### src/rtl/tpmem_pkg.sv
// Shared types and constants for the 16x16 transpose-memory ping-pong scheduler.
package tpmem_pkg;

  typedef enum logic [1:0] {
    EMPTY = 2'd0,
    FILL  = 2'd1,
    DRAIN = 2'd2
  } bank_state_e;

  localparam int ROWS       = 16;
  localparam int BW_DEFAULT = 11;

endpackage

### src/rtl/tpmem_bank_fsm.sv
// Per-bank fill/drain tracker: counts rows written into the bank and output
// cycles drained from it, flagging the 16th row and the final drain cycle.
module tpmem_bank_fsm
  import tpmem_pkg::*;
#(
  parameter int DRAIN_CYC = 16
) (
  input  logic        clk,
  input  logic        rst_n,
  input  logic        wr,
  input  logic        en,
  output bank_state_e state,
  output logic [3:0]  col_idx,
  output logic        row_last,
  output logic        done
);

  bank_state_e state_r, state_nxt_s;
  logic [3:0]  row_cnt_r, row_cnt_nxt_s;
  logic [7:0]  drain_cnt_r, drain_cnt_nxt_s;
  logic        drain_last_s;

  // Next-state logic; each counter only moves in its own phase.
  always_comb begin
    state_nxt_s     = state_r;
    row_cnt_nxt_s   = row_cnt_r;
    drain_cnt_nxt_s = drain_cnt_r;
    row_last        = 1'b0;
    done            = 1'b0;
    drain_last_s    = (drain_cnt_r == 8'(DRAIN_CYC - 1));
    case (state_r)
      EMPTY: begin
        if (wr) begin
          state_nxt_s   = FILL;
          row_cnt_nxt_s = row_cnt_r + 4'd1;
        end else begin
          state_nxt_s = EMPTY;
        end
      end
      FILL: begin
        if (wr) begin
          row_cnt_nxt_s = row_cnt_r + 4'd1;
          row_last      = (row_cnt_r == 4'(ROWS - 1));
          state_nxt_s   = row_last ? DRAIN : FILL;
        end else begin
          state_nxt_s = FILL;
        end
      end
      DRAIN: begin
        if (en) begin
          done            = drain_last_s;
          state_nxt_s     = drain_last_s ? EMPTY : DRAIN;
          drain_cnt_nxt_s = drain_last_s ? 8'd0 : drain_cnt_r + 8'd1;
        end else begin
          state_nxt_s = DRAIN;
        end
      end
      default: state_nxt_s = EMPTY;
    endcase
  end

  // State and counter registers.
  always_ff @(posedge clk) begin
    if (!rst_n) begin
      state_r     <= EMPTY;
      row_cnt_r   <= 4'd0;
      drain_cnt_r <= 8'd0;
    end else begin
      state_r     <= state_nxt_s;
      row_cnt_r   <= row_cnt_nxt_s;
      drain_cnt_r <= drain_cnt_nxt_s;
    end
  end

  assign state   = state_r;
  assign col_idx = drain_cnt_r[3:0];

endmodule

### src/rtl/tpmem_pingpong_ctrl.sv
// Ping-pong scheduler: steers 16-row blocks alternately into two transpose
// banks and merges their column outputs into one tagged, registered stream.
module tpmem_pingpong_ctrl
  import tpmem_pkg::*;
#(
  parameter int BW        = BW_DEFAULT,
  parameter int DRAIN_CYC = 16
) (
  input  logic              i_clk,
  input  logic              i_Reset,
  input  logic              i_valid,
  output logic              o_ready,
  input  logic [16*BW-1:0]  i_data,
  output logic [16*BW-1:0]  o_wr_data,
  output logic              o_wr_en0,
  output logic              o_wr_en1,
  input  logic [16*BW-1:0]  i_bank0_data,
  input  logic [16*BW-1:0]  i_bank1_data,
  input  logic              i_bank0_en,
  input  logic              i_bank1_en,
  output logic [16*BW-1:0]  o_data,
  output logic              o_valid,
  output logic [3:0]        o_col_idx,
  output logic              o_blk_last,
  output logic [7:0]        o_blk_cnt,
  output logic              o_err
);

  bank_state_e st0_s, st1_s;
  logic [3:0]  col0_s, col1_s;
  logic        row_last0_s, row_last1_s, done0_s, done1_s;
  logic        wr_sel_r;
  logic        ready_s, accept_s, wr0_s, wr1_s;
  logic        drn0_s, drn1_s, fwd0_s, fwd1_s, err_s, last_s;
  logic [16*BW-1:0] data_s;
  logic [3:0]  col_s;

  assign drn0_s   = (st0_s == DRAIN);
  assign drn1_s   = (st1_s == DRAIN);
  assign ready_s  = i_Reset & (wr_sel_r ? ~drn1_s : ~drn0_s);
  assign accept_s = i_valid & ready_s;
  assign wr0_s    = accept_s & ~wr_sel_r;
  assign wr1_s    = accept_s & wr_sel_r;
  assign o_ready  = ready_s;

  // Bank 0 wins a simultaneous request; bank 1's drain count still advances.
  assign fwd0_s = i_bank0_en & drn0_s;
  assign fwd1_s = i_bank1_en & drn1_s & ~i_bank0_en;
  assign err_s  = (i_bank0_en & ~drn0_s) | (i_bank1_en & ~drn1_s) | (i_bank0_en & i_bank1_en);
  assign data_s = fwd1_s ? i_bank1_data : i_bank0_data;
  assign col_s  = fwd1_s ? col1_s : col0_s;
  assign last_s = (fwd0_s & done0_s) | (fwd1_s & done1_s);

  tpmem_bank_fsm #(.DRAIN_CYC(DRAIN_CYC)) u_bank0 (
    .clk      (i_clk),
    .rst_n    (i_Reset),
    .wr       (wr0_s),
    .en       (i_bank0_en),
    .state    (st0_s),
    .col_idx  (col0_s),
    .row_last (row_last0_s),
    .done     (done0_s)
  );

  tpmem_bank_fsm #(.DRAIN_CYC(DRAIN_CYC)) u_bank1 (
    .clk      (i_clk),
    .rst_n    (i_Reset),
    .wr       (wr1_s),
    .en       (i_bank1_en),
    .state    (st1_s),
    .col_idx  (col1_s),
    .row_last (row_last1_s),
    .done     (done1_s)
  );

  // Write steering, merged output stream, block counter and sticky error.
  always_ff @(posedge i_clk) begin
    if (!i_Reset) begin
      wr_sel_r   <= 1'b0;
      o_wr_data  <= '0;
      o_wr_en0   <= 1'b0;
      o_wr_en1   <= 1'b0;
      o_data     <= '0;
      o_valid    <= 1'b0;
      o_col_idx  <= 4'd0;
      o_blk_last <= 1'b0;
      o_blk_cnt  <= 8'd0;
      o_err      <= 1'b0;
    end else begin
      o_wr_en0   <= wr0_s;
      o_wr_en1   <= wr1_s;
      o_valid    <= fwd0_s | fwd1_s;
      o_blk_last <= last_s;
      if (accept_s) begin
        o_wr_data <= i_data;
      end
      if (accept_s && (wr_sel_r ? row_last1_s : row_last0_s)) begin
        wr_sel_r <= ~wr_sel_r;
      end
      if (fwd0_s | fwd1_s) begin
        o_data    <= data_s;
        o_col_idx <= col_s;
      end
      if (last_s) begin
        o_blk_cnt <= o_blk_cnt + 8'd1;
      end
      if (err_s) begin
        o_err <= 1'b1;
      end
    end
  end

endmodule

### config.mk
export PLATFORM = sky130hd
export DESIGN_NAME = tpmem_pingpong_ctrl
export DESIGN_NICKNAME = d
export VERILOG_FILES = /design/src/rtl/tpmem_pkg.sv /design/src/rtl/tpmem_bank_fsm.sv /design/src/rtl/tpmem_pingpong_ctrl.sv
export SDC_FILE = /design/constraint.sdc
export NUM_CORES = 1
export LEC_CHECK = 0
export ABC_AREA = 0
export BUFFER_PORTS_ARGS = -buffer_cell sky130_fd_sc_hd__buf_2
export CORE_AREA = 10 10 339 341
export CTS_BUF_LIST = sky130_fd_sc_hd__clkbuf_8
export CTS_CLUSTER_SIZE = 8
export DETAILED_ROUTE_END_ITERATION = 6
export DIE_AREA = 0 0 349 351
export GPL_TIMING_DRIVEN = 1
export PLACE_DENSITY_LB_ADDON = 0.2
export SLEW_MARGIN = 20
export SYNTH_ARGS = -nofsm -noshare
export SYNTH_HDL_FRONTEND = slang
export SYNTH_SLANG_ARGS = --single-unit
### constraint.sdc
create_clock -name i_clk -period 1.8 [get_ports i_clk]
set_input_delay 0.45 -clock i_clk [delete_from_list [all_inputs] [get_ports i_clk]]
set_output_delay 0.45 -clock i_clk [all_outputs]
set_load 0.02 [all_outputs]
# [Yosys cells after proc, flatten, opt, wreduce, memory -nomap -nowiden]
# Index checks and enable logic that the tools add are counted.
[op_classes] muxes=26 eq_ne=8 addsub=5 n_reduce_logical=9 bitwise=20
[op_table] operator="two-way mux 176 bit" n=1
[op_table] operator="adder 8 x 1 -> 8 bit, second input constant" n=3
[op_table] operator="== test 8 x 4 -> 1 bit, second input constant" n=2
[op_table] operator="two-way mux 2 bit" n=8
[op_table] operator="two-way mux 8 bit" n=2
[op_table] operator="AND 1 bit" n=12
[op_table] operator="two-way mux 1 bit" n=12
[op_table] operator="one-hot mux 2 bit (3 select lines)" n=2
[op_table] operator="adder 4 x 1 -> 4 bit, second input constant" n=2
[op_table] operator="== test 4 bit, second input constant" n=2
[op_table] operator="AND reduction 2 bit" n=4
[op_table] operator="== test 2 x 1 -> 1 bit, second input constant" n=2
[op_table] operator="== test 2 bit, second input constant" n=2
[op_table] operator="logical NOT 2 bit" n=2
[op_table] operator="two-way mux 4 bit" n=1
[op_table] operator="NOT 1 bit" n=4
[op_table] operator="bitwise OR 1 bit" n=4
[op_table] operator="OR reduction 2 bit" n=2
[op_table] operator="logical AND 1 bit" n=1
[word_totals] output_inout_bits=370 word_cells=84 in_bits=533 reg_bits=398

# [Logic depth before layout (Yosys ltp)]
# Gate-level depths: netlist (run 1).
[depth] ltp_word=10 mapped_depth=7 depth_no_buf=5

# [Hierarchy]
# Synthesis (run 1) repeated with hierarchy kept, for this count alone.
[unflattened] cells_unflattened=1785 hier_area_um2=14899.3
[modules_own_cells] mod="tpmem_pingpong_ctrl" seq_area_each_um2=7407.1 area_per_inst_um2=13550.5 instances=1 cells_each=1637
[modules_own_cells] mod="tpmem_bank_fsm" seq_area_each_um2=280.3 area_per_inst_um2=674.4 instances=2 cells_each=74

# [Least setup slack after synthesis (run 1)]
# No wires, ideal clock.
[synth_path] kind="input to output" startpoint="in i_Reset" endpoint="out o_ready" arrival_time_ns=1.277 slack_ns=0.073 stages=3 n_path_buf=2 required_time_ns=1.350 path_cell_list="clkbuf_1 -> clkbuf_1 -> o211a_1"
[synth_via] elab_chain_cells=1
[synth_rtl] item="from (decl)" line_no="tpmem_pingpong_ctrl.sv:10" rtl="input logic i_Reset,"
[synth_rtl] item="AND 1 bit" line_no="tpmem_pingpong_ctrl.sv:40" rtl="assign ready_s = i_Reset & (wr_sel_r ? ~drn1_s : ~drn0_s);"
[synth_rtl] item="to (decl)" line_no="tpmem_pingpong_ctrl.sv:12" rtl="output logic o_ready,"
# No other way between the ends.

# [Worst setup path in the final report (run 1)]
[layout_path] startpoint="reg u_bank1.state_r[0], in the netlist u_bank1.state[0]" endpoint="out o_ready"
[layout_via] elab_chain_cells=4
[layout_rtl] item="from (decl)" line_no="tpmem_bank_fsm.sv:18" rtl="bank_state_e state_r, state_nxt_s;"
[layout_rtl] item="from (signal assigned)" line_no="tpmem_bank_fsm.sv:69" rtl="state_r <= state_nxt_s;"
[layout_rtl] item="== test 2 bit" line_no="tpmem_pingpong_ctrl.sv:39" rtl="assign drn1_s = (st1_s == DRAIN);"
[layout_rtl] item="NOT 1 bit" line_no="tpmem_pingpong_ctrl.sv:40"
[layout_rtl] item="two-way mux 1 bit" line_no="tpmem_pingpong_ctrl.sv:40"
[layout_rtl] item="AND 1 bit" line_no="tpmem_pingpong_ctrl.sv:40"
# No other way between the ends.

==> impl_metrics.yaml, run 1 <==
logic_synthesis:
  synth_fp_nets: 2318
  synth.lib_cells_used.distinct: 45
  avgSynthCellArea_sq_um: 8.34
  yosys_warnings: 0
  async_flop_share_pct: 0
  synth_top_family_by_area: "compound AO/OA/AOI/OAI gates"
  ys_dominant_reg_cell: "dfxtp_1"
  syn_inst: 1780
  synthSimpleGateAreaFrac_pct: 17.4
  ys_seq_area_share_pct: 53.7
  synth_seq_cells: 398
  synth_area_sq_um: 14800
  synth_compound_area_share_pct: 22.3
  synthAdderAreaFrac_pct: 0.422
  synth_xor_area_share_pct: 1.12
  synth_mux_area_share_pct: 0.540
  synth_edf_count: 0
placed_design:
  dpl.hpwl_mm: 72.5
  place_inst: 4094
  gp_congestion: 0.871
  post-place-ws_ns: -0.149
  port_buffers: 902
power_and_ir_drop:
  p_total_uw: 21600
  power_density_nw_per_um2: 709
  vdd_drop_max_uv: 927
  leakagePower_uw: 0.0128
worst_setup_path:
  end_kind: "primary output"
  r2r_cells: 11
  reg2reg_to: "o_data[110]$_SDFFE_PN0P_"
  crit-reg2reg-launch: "u_bank1.state[0]$_SDFF_PN0_"
  crit_type: "reg2out"
  cp.required_ns: 1.35
  start_kind: "flip-flop"
  critPathMaxFanout: 2
  ff2ff_setup_slack_ns: -0.18
  arrival_ns: 1.63
floorplan:
  die_y_um: 351
  core-area_sq_um: 108000
  die-area_sq_um: 122000
  rows: 121
  initial_core_util_pct: 13.7
  die_w_um: 349
  io_pins: 903
final_layout:
  area_growth_pct: 105
  fillers: 11700
  mostFrequentLayoutCell: "buf_2"
  finalNonFillerCells: 4637
  final_cell_mix: "842 x buf_2, 408 x nand2_1, 369 x dfxtp_1, 334 x dlygate4sd3_1, 263 x a21oi_1"
  layout-drive-gt1-share_pct: 50.2
  multi_input_area_sq_um: 7990
  regArea_sq_um: 8010
  nets: 3703
clocking:
  clk_latency_ns: 0.69
  cts_tree: "yes"
  cts-root-buf: "clkbuf_8"
  path_clk_slew_ns: 0.06
  cts_buffer_depth: 3
  numCtsBuffers: 81
  htreeDepth: 3
  cts_sinks: 398
global_route:
  grt_pass1_wl_mm: 133
  antenna_found_initial: 3
  overflow: 0
  grt_use_total_pct: 14.5
  grt_pass1_vias: 18900
  grt_start_max_net_pins: 38
routing:
  drtAntennaViolNets: 0
  drc: 0
  route.vias.total: 18700
  wl_per_cell_um: 21.1
  dr.pass1.iters: 5
  via_per_inst: 4.03
  drt_wl_total_mm: 98.0
  drtIter0Drc: 898
timing:
  setup_viol: 183
  maxSlewViolCount: 0
  post-route-min-period_ns: 2.08
  hold_violations: 0
  worst_slew_pin_slew_ns: 0.591
  fin_crit_sh_pct: 116
  rsz0062_at_grt: "yes"
  slew_headroom_pct: 60.4
  tns_ns: -18.66
  fin_ws_ns: -0.280
  finClkSkew_ns: 0.0459
  fmax_mhz: 481
job:
  drv_cap: 0
min_path:
  hp-class: "in2reg"
  hold_start: "i_bank1_data[72]"
  holdPathStages: 3
  worstHoldEndpoint: "o_data[72]$_SDFFE_PN0P_"
outcome:
  violations: "negative setup slack"
  status: "complete, but fails checks"
==> layout make-up <==
class	count	area share [%]
inverters	1	0.0369
diodes	1	0.00821
repair buffers	1448	36.1
clock buffers	105	4.74
well taps	1414	5.80
multi-input cells	1235	26.2
clock inverters	35	0.780
flip-flops and latches	398	26.3
==> critical path: stages (launching register included) <==
cell and delay [ns]:
dfxtp_4 0.33, nand3b_1 0.20, buf_6 0.16, o211a_4 0.14
buf_6 0.13
==> where the power goes <==
part | leakage (uW) | internal (uW) | switching, uW | total [uW]
clock | 0.000939 | 5630 | 4340 | 9960
combinational | 0.00859 | 1280 | 1260 | 2540
sequential | 0.00324 | 9000 | 95.9 | 9100
total | 0.0128 | 15900 | 5690 | 21600
==> logic make-up (layout without fill, tap and decap cells) <==
group,count (synthesis),after routing
buffers and inverters,147,1589
xor gates and xnor gates,19,19
AOI/OAI and AO/OA,564,564
other,0,1
and+or+nand+nor,639,639
muxes,8,8
DFF,398,398
adders and majority gates,5,5
==> worst max path at each step <==
stage,from,endpoint,depth (start not counted)
after floorplan,i_Reset,o_ready,3
after global placement,i_bank0_en,o_data[126]$_SDFFE_PN0P_,7
after detailed placement,i_bank0_en,o_data[126]$_SDFFE_PN0P_,7
after CTS,u_bank1.state[0]$_SDFF_PN0_,o_ready,4
after global routing,u_bank1.state[0]$_SDFF_PN0_,o_ready,4
final,u_bank1.state[0]$_SDFF_PN0_,o_ready,4
==> routing by layer <==
layer	routed length, um	track usage [%]	vias up
li1	-	-	8918
met1	38500	16.1	8878
met2	48200	25.2	729
met3	7520	5.14	151
met4	3740	5.50	6
met5	39	0	-
==> stage by stage <==
| stage | area, sq um | hold WS [ns] | utilization [%] |
|---|---|---|---|
| 2_1_floorplan | 14800 | 0.454 | - |
| 3_3_place_gp | 22000 | 0.440 | 20.3 |
| 3_5_place_dp | 22000 | 0.442 | 20.3 |
| 4_1_cts | 28100 | 0.000114 | 26.0 |
| 5_1_grt | 30500 | 0.00424 | 28.2 |
| 6_report | 30500 | 0.0809 | 28.2 |
==> timing repair <==
action | in CTS | in global routing
gates resized for setup | 195 | 476
hold buffers | 334 | 0
pin swaps | 15 | 217
cloned | 8 | 24
buffers inserted | 28 | 22
setup endpoints to repair | 74 | 197
endpoints found under the hold margin | 266 | 0
==> flip-flops by register name, summed over array words and instances, names as in the netlist <==
signal,count
o_blk_cnt,8
o_blk_last,1
o_col_idx,4
o_data,176
o_err,1
o_valid,1
o_wr_data,176
o_wr_en0,1
o_wr_en1,1
u_bank0.drain_cnt_r,8
u_bank0.row_cnt_r,4
u_bank0.state,2
u_bank1.drain_cnt_r,8
u_bank1.row_cnt_r,4
u_bank1.state,2
wr_sel_r,1
==> Yosys cell counts (2+ instances only) <==
master	instances	area, sq um
xnor2_1	11	96.3
nand3b_1	3	22.5
o21ai_0	3	15.0
buf_2	74	370
a31oi_1	2	12.5
and3_1	5	31.3
nand2b_1	7	43.8
nand3_1	7	35.0
a22oi_1	179	1340
ha_1	5	62.6
and4bb_2	3	37.5
buf_4	6	45.0
nor2_1	29	109
nand2_1	555	2080
dfxtp_1	398	7970
clkbuf_1	64	240
mux2i_1	8	80.1
nor3_1	7	35.0
o21ai_1	2	10.0
and3b_1	3	26.3
xor2_1	8	70.1
a21oi_1	370	1850
nand4_1	9	56.3
No activity file was read; power rests on OpenSTA's default activity.
==> inputs of run 2 (changes only) <==
--- a/config.mk
+++ b/config.mk
@@ -7,13 +7,13 @@
 export LEC_CHECK = 0
 export ABC_AREA = 0
 export BUFFER_PORTS_ARGS = -buffer_cell sky130_fd_sc_hd__buf_2
-export CORE_AREA = 10 10 339 341
-export CTS_BUF_LIST = sky130_fd_sc_hd__clkbuf_8
+export CORE_AREA = 10 10 347 349
 export CTS_CLUSTER_SIZE = 8
 export DETAILED_ROUTE_END_ITERATION = 6
-export DIE_AREA = 0 0 349 351
+export DIE_AREA = 0 0 357 359
 export GPL_TIMING_DRIVEN = 1
 export PLACE_DENSITY_LB_ADDON = 0.2
+export SKIP_CTS_REPAIR_TIMING = 1
 export SLEW_MARGIN = 20
 export SYNTH_ARGS = -nofsm -noshare
 export SYNTH_HDL_FRONTEND = slang
==> run 2 against run 1 <==
Effect of this change: the run still ends with negative setup slack left; combinational power shrank 25%; non-clock buffer count shrank 342; hold slack lost 0.015 ns; first-iteration DRC count shrank 6.8%; design area shrank 18%; clock power is essentially flat; via count shrank 11%; sequential power is essentially flat; clock skew shrank 0.031 ns; core utilization shrank 6.1 points; global-route usage shrank 1.5 points; total power shrank 2.2%; critical path type unchanged; largest power group unchanged; highest routed layer unchanged.
==> impl_metrics.yaml, run 2 (synthesis results as in run 1) <==
outcome:
  status: "complete, but fails checks"
  violations: "negative setup slack"
clocking:
  cts_tree: "yes"
  clk_latency_ns: 0.62
  path_clk_slew_ns: 0.05
  cts-root-buf: "clkbuf_16"
  cts_buffer_depth: 3
  numCtsBuffers: 58
  cts_sinks: 398
  htreeDepth: 2
placed_design:
  dpl.hpwl_mm: 72.8
  port_buffers: 902
  placedInstanceArea_sq_um: 22100
  place_inst: 4203
  gp_congestion: 0.842
worst_setup_path:
  worst_path_max_delay_cell: "dfxtp_4"
  start_kind: "flip-flop"
  crit_type: "reg2out"
  cp.required_ns: 1.35
  reg2reg_to: "o_data[135]$_SDFFE_PN0P_"
  arrival_ns: 1.62
  crit_chain: "nand3b_1 > buf_6 > o211a_4 > buf_6"
  r2r_cells: 11
  critPathMaxFanout: 3
  ff2ff_setup_slack_ns: -0.14
  crit_buf_inv: 2
  end_kind: "primary output"
  crit-reg2reg-launch: "u_bank1.state[0]$_SDFF_PN0_"
  worst_path_largest_cell_delay_ns: 0.35
  critPathTopFamily: "flip-flops"
  cpMostUsedCell: "buf_6"
routing:
  drtIter0Drc: 837
  drtAntennaViolNets: 0
  via_per_inst: 3.85
  dr_wl_met3_mm: 7.93
  drt_wl_total_mm: 93.2
  wl_per_cell_um: 21.5
  wl_met2_mm: 47.5
  drc: 0
  top_layer: "met5"
  wl_met1_mm: 35.2
  route.vias.total: 16700
  dr.pass1.iters: 5
power_and_ir_drop:
  power_density_nw_per_um2: 840
  leakagePower_uw: 0.0109
  vdd_drop_max_uv: 616
  p_total_uw: 21100
final_layout:
  nets: 3338
  final_cell_area_sq_um: 25100
  regArea_sq_um: 7980
  fillers: 12800
  top_regs: "o_data x176, o_wr_data x176"
  multi_input_area_sq_um: 6530
  final_cell_mix: "891 x buf_2, 530 x nand2_1, 390 x dfxtp_1, 358 x a21oi_1, 155 x a22oi_1"
  area_growth_pct: 69.4
  mostFrequentLayoutCell: "buf_2"
  finalNonFillerCells: 4330
  layout-drive-gt1-share_pct: 44.7
min_path:
  holdPathStages: 3
  hold_start: "i_data[137]"
  hp-class: "in2reg"
  worstHoldEndpoint: "o_wr_data[137]$_SDFFE_PN0N_"
floorplan:
  die-area_sq_um: 128000
  die_y_um: 359
  io_pins: 903
  core-area_sq_um: 114000
  die_w_um: 357
  initial_core_util_pct: 13.1
  rows: 124
timing:
  post-route-min-period_ns: 2.07
  worst_slew_pin_slew_ns: 0.571
  maxSlewViolCount: 0
  setup_viol: 176
  fin_ws_ns: -0.269
  rsz0062_at_grt: "yes"
  finClkSkew_ns: 0.0149
  fmax_mhz: 483
  slew_headroom_pct: 61.8
  fin_hold_ws_ns: 0.0662
  hold_violations: 0
  fin_crit_sh_pct: 115
global_route:
  grt_pass1_vias: 16700
  overflow: 0
  grt_start_max_net_pins: 56
  antenna_found_initial: 24
  grt_pass1_wl_mm: 123
  grt_use_total_pct: 13.0
job:
  drv_cap: 0
## run 2: changes by cell type in the layout (fill, tap and decap cells not counted), sizes merged
| cell | change |
|---|---|
| inv | -19 |
| bufinv | -1 |
| clkinv | -6 |
| bufbuf | -1 |
| diode | +6 |
| clkinvlp | -3 |
| buf | -14 |
| dlygate4sd3 | -334 |
| clkbuf | -33 |
## run 2: final cells by class
class / instances / area share, %
flip-flops and latches: 398 / 31.7
repair buffers: 1106 / 28.3
multi-input cells: 1235 / 26.0
well taps: 1512 / 7.53
clock buffers: 65 / 5.96
clock inverters: 6 / 0.348
diodes: 7 / 0.0697
inverters: 1 / 0.0448
## run 2: worst reg2reg max path, delay by kind of cell (launching register included)
kind / cells / cell delay, ns
compound gates: 1 / 0.06
buf+inv: 7 / 1.05
flops: 1 / 0.35
simple gates: 3 / 0.37
## run 2: worst max-delay path by stage
stage,start,to,slack [ns],depth (start not counted)
after floorplan,i_Reset,o_ready,0.07,3
after global placement,i_bank0_en,o_data[5]$_SDFFE_PN0P_,-0.12,7
after detailed placement,i_bank0_en,o_data[175]$_SDFFE_PN0P_,-0.15,7
after CTS,u_bank1.state[0]$_SDFF_PN0_,o_ready,-0.55,4
after global routing,u_bank1.state[0]$_SDFF_PN0_,o_ready,-0.35,4
final,u_bank1.state[0]$_SDFF_PN0_,o_ready,-0.27,4
## run 2: power by group
part           total (uW)  leakage (uW)  switching [uW]  internal (uW)
Sequential           9100       0.00323            91.9           9010
Clock               10100      0.000779            4080           6040
Combinational        1900       0.00688            1070            823
Total               21100        0.0109            5250          15900
## run 2: metrics by stage
step           TNS (ns)  worst slack (ns)  util [%]
6_report          -9.59            -0.269      22.1
5_1_grt          -23.35            -0.347      22.1
4_1_cts           -1.35            -0.547      20.9
3_5_place_dp     -13.27            -0.147      19.5
3_3_place_gp      -8.07            -0.116      19.5
2_1_floorplan         0            0.0727         -
## run 2: routing by layer
metal,vias up,track usage [%]
met3,123,4.97
met5,-,0
li1,8143,-
met1,7785,13.9
met2,597,23.4
met4,28,3.77
==> inputs of run 3 (changes only) <==
--- a/config.mk
+++ b/config.mk
@@ -18,3 +18,4 @@
 export SYNTH_ARGS = -nofsm -noshare
 export SYNTH_HDL_FRONTEND = slang
 export SYNTH_SLANG_ARGS = --single-unit
+export TNS_END_PERCENT = 10
==> run 3 against run 2 <==
Effect of this change: the flow still finishes with violations (negative setup slack); critical endpoint unchanged; combinational power barely moved; register-to-register slack improved by 0.02 ns; clock power hardly changed; largest cell class unchanged; die area is the same; critical path type unchanged; fmax grew 0.10%; flip-flop and latch count is the same; first-iteration DRC count grew 3.2%; non-clock buffer count decreased by 23.
==> impl_metrics.yaml, run 3 (synthesis results as in run 1) <==
worst_setup_path:
  crit_buf_inv: 2
  critPathTopFamily: "flip-flops"
  worst_path_largest_cell_delay_ns: 0.35
  crit_chain: "nand3b_1 > buf_6 > o211a_4 > buf_6"
  start_kind: "flip-flop"
  cpMostUsedCell: "buf_6"
  end_kind: "primary output"
  worst_path_max_delay_cell: "dfxtp_4"
  cp.required_ns: 1.35
  arrival_ns: 1.62
  crit_type: "reg2out"
  critPathMaxFanout: 3
final_layout:
  final_cell_mix: "891 x buf_2, 546 x nand2_1, 389 x dfxtp_1, 317 x a21oi_1, 175 x a22oi_1"
  nets: 3315
  final_cell_area_sq_um: 24600
  finalNonFillerCells: 4307
  layout-drive-gt1-share_pct: 44.4
  top_regs: "o_data x176, o_wr_data x176"
  fillers: 12800
  mostFrequentLayoutCell: "buf_2"
  utilization_pct: 21.7
  area_growth_pct: 66.0
global_route:
  antenna_found_initial: 24
  grt_pass1_vias: 16700
  overflow: 0
  grt_pass1_wl_mm: 123
  grt_start_max_net_pins: 56
  grt_use_total_pct: 13.0
timing:
  maxSlewViolCount: 0
  post-route-min-period_ns: 2.07
  slew_headroom_pct: 61.5
  fin_crit_sh_pct: 115
  fin_hold_ws_ns: 0.0650
  tns_ns: -4.53
  fmax_mhz: 484
  setup_viol: 133
  hold_violations: 0
  rsz0062_at_grt: "yes"
  worst_slew_pin_slew_ns: 0.575
  fin_ws_ns: -0.267
  finClkSkew_ns: 0.0151
clocking:
  path_clk_slew_ns: 0.06
  numCtsBuffers: 58
  htreeDepth: 2
  clk_latency_ns: 0.62
  cts_tree: "yes"
  cts-root-buf: "clkbuf_16"
  cts_sinks: 398
  cts_buffer_depth: 3
floorplan:
  core-area_sq_um: 114000
  die_y_um: 359
  rows: 124
  die_w_um: 357
  initial_core_util_pct: 13.1
  io_pins: 903
  die-area_sq_um: 128000
routing:
  drt_wl_total_mm: 91.3
  dr.pass1.iters: 5
  drtIter0Drc: 864
  drtAntennaViolNets: 0
  wl_per_cell_um: 21.2
  route.vias.total: 16600
  via_per_inst: 3.85
  drc: 0
power_and_ir_drop:
  leakagePower_uw: 0.0106
  power_density_nw_per_um2: 857
  vdd_drop_max_uv: 618
placed_design:
  placedInstanceArea_sq_um: 22100
  place_inst: 4203
  port_buffers: 902
  dpl.hpwl_mm: 72.8
  gp_congestion: 0.842
outcome:
  status: "complete, but fails checks"
  violations: "negative setup slack"
min_path:
  hp-class: "in2reg"
job:
  drv_cap: 0
[run 3: cell types whose count changed in the layout (fill, tap and decap cells not counted), sizes merged]
cell and delta:
buf -14, clkbuf -9
[run 3: power breakdown]
group	internal [uW]	total [uW]	switching [uW]	leakage [uW]
Sequential	9010	9100	91.5	0.00323
Clock	6040	10100	4080	0.000779
Combinational	822	1900	1070	0.00661
[run 3: worst reg2reg max path: stages, from the launching register on]
cell	delay (ns)
dfxtp_4	0.35
buf_4	0.15
nor4bb_4	0.24
buf_4	0.18
buf_12	0.18
nor2_4	0.13
buf_12	0.15
clkbuf_16	0.16
buf_4	0.14
nand2_1	0.06
a21oi_1	0.06
[run 3: final timing paths]
| kind | from | end | slack [ns] | cells after the start |
|---|---|---|---|---|
| hold reg to reg | o_wr_data[55]$_SDFFE_PN0N_ | o_wr_data[55]$_SDFFE_PN0N_ | 0.45 | 2 |
| hold / removal | i_data[50] | o_wr_data[50]$_SDFFE_PN0N_ | 0.06 | 3 |
| setup reg to reg | u_bank1.state[0]$_SDFF_PN0_ | o_data[135]$_SDFFE_PN0P_ | -0.12 | 10 |
| setup / recovery | u_bank1.state[0]$_SDFF_PN0_ | o_ready | -0.27 | 4 |
[run 3: metal layers]
layer	global-route usage, %	vias up	share of wire (%)
li1	-	8091	-
met1	13.9	7742	38
met2	23.4	602	50
met3	4.97	131	8.6
met4	3.77	28	2.8
met5	0	-	0.18
[run 3: through the flow]
step | setup slack [ns] | power (uW)
floorplan | 0.0727 | 9960
global placement | -0.116 | 11200
detailed placement | -0.147 | 11200
CTS | -0.547 | 21600
global route | -0.347 | 22100
finish | -0.267 | 21100
[run 3: final cells by class]
cell class	count	area, sq um	share of cell area (%)
well taps	1512	1890	7.68
clock inverters	6	87.6	0.355
clock buffers	65	1500	6.08
inverters	1	11.3	0.0457
flip-flops and latches	398	7980	32.4
repair buffers	1083	6640	26.9
multi-input cells	1235	6520	26.4
diodes	7	17.5	0.0711
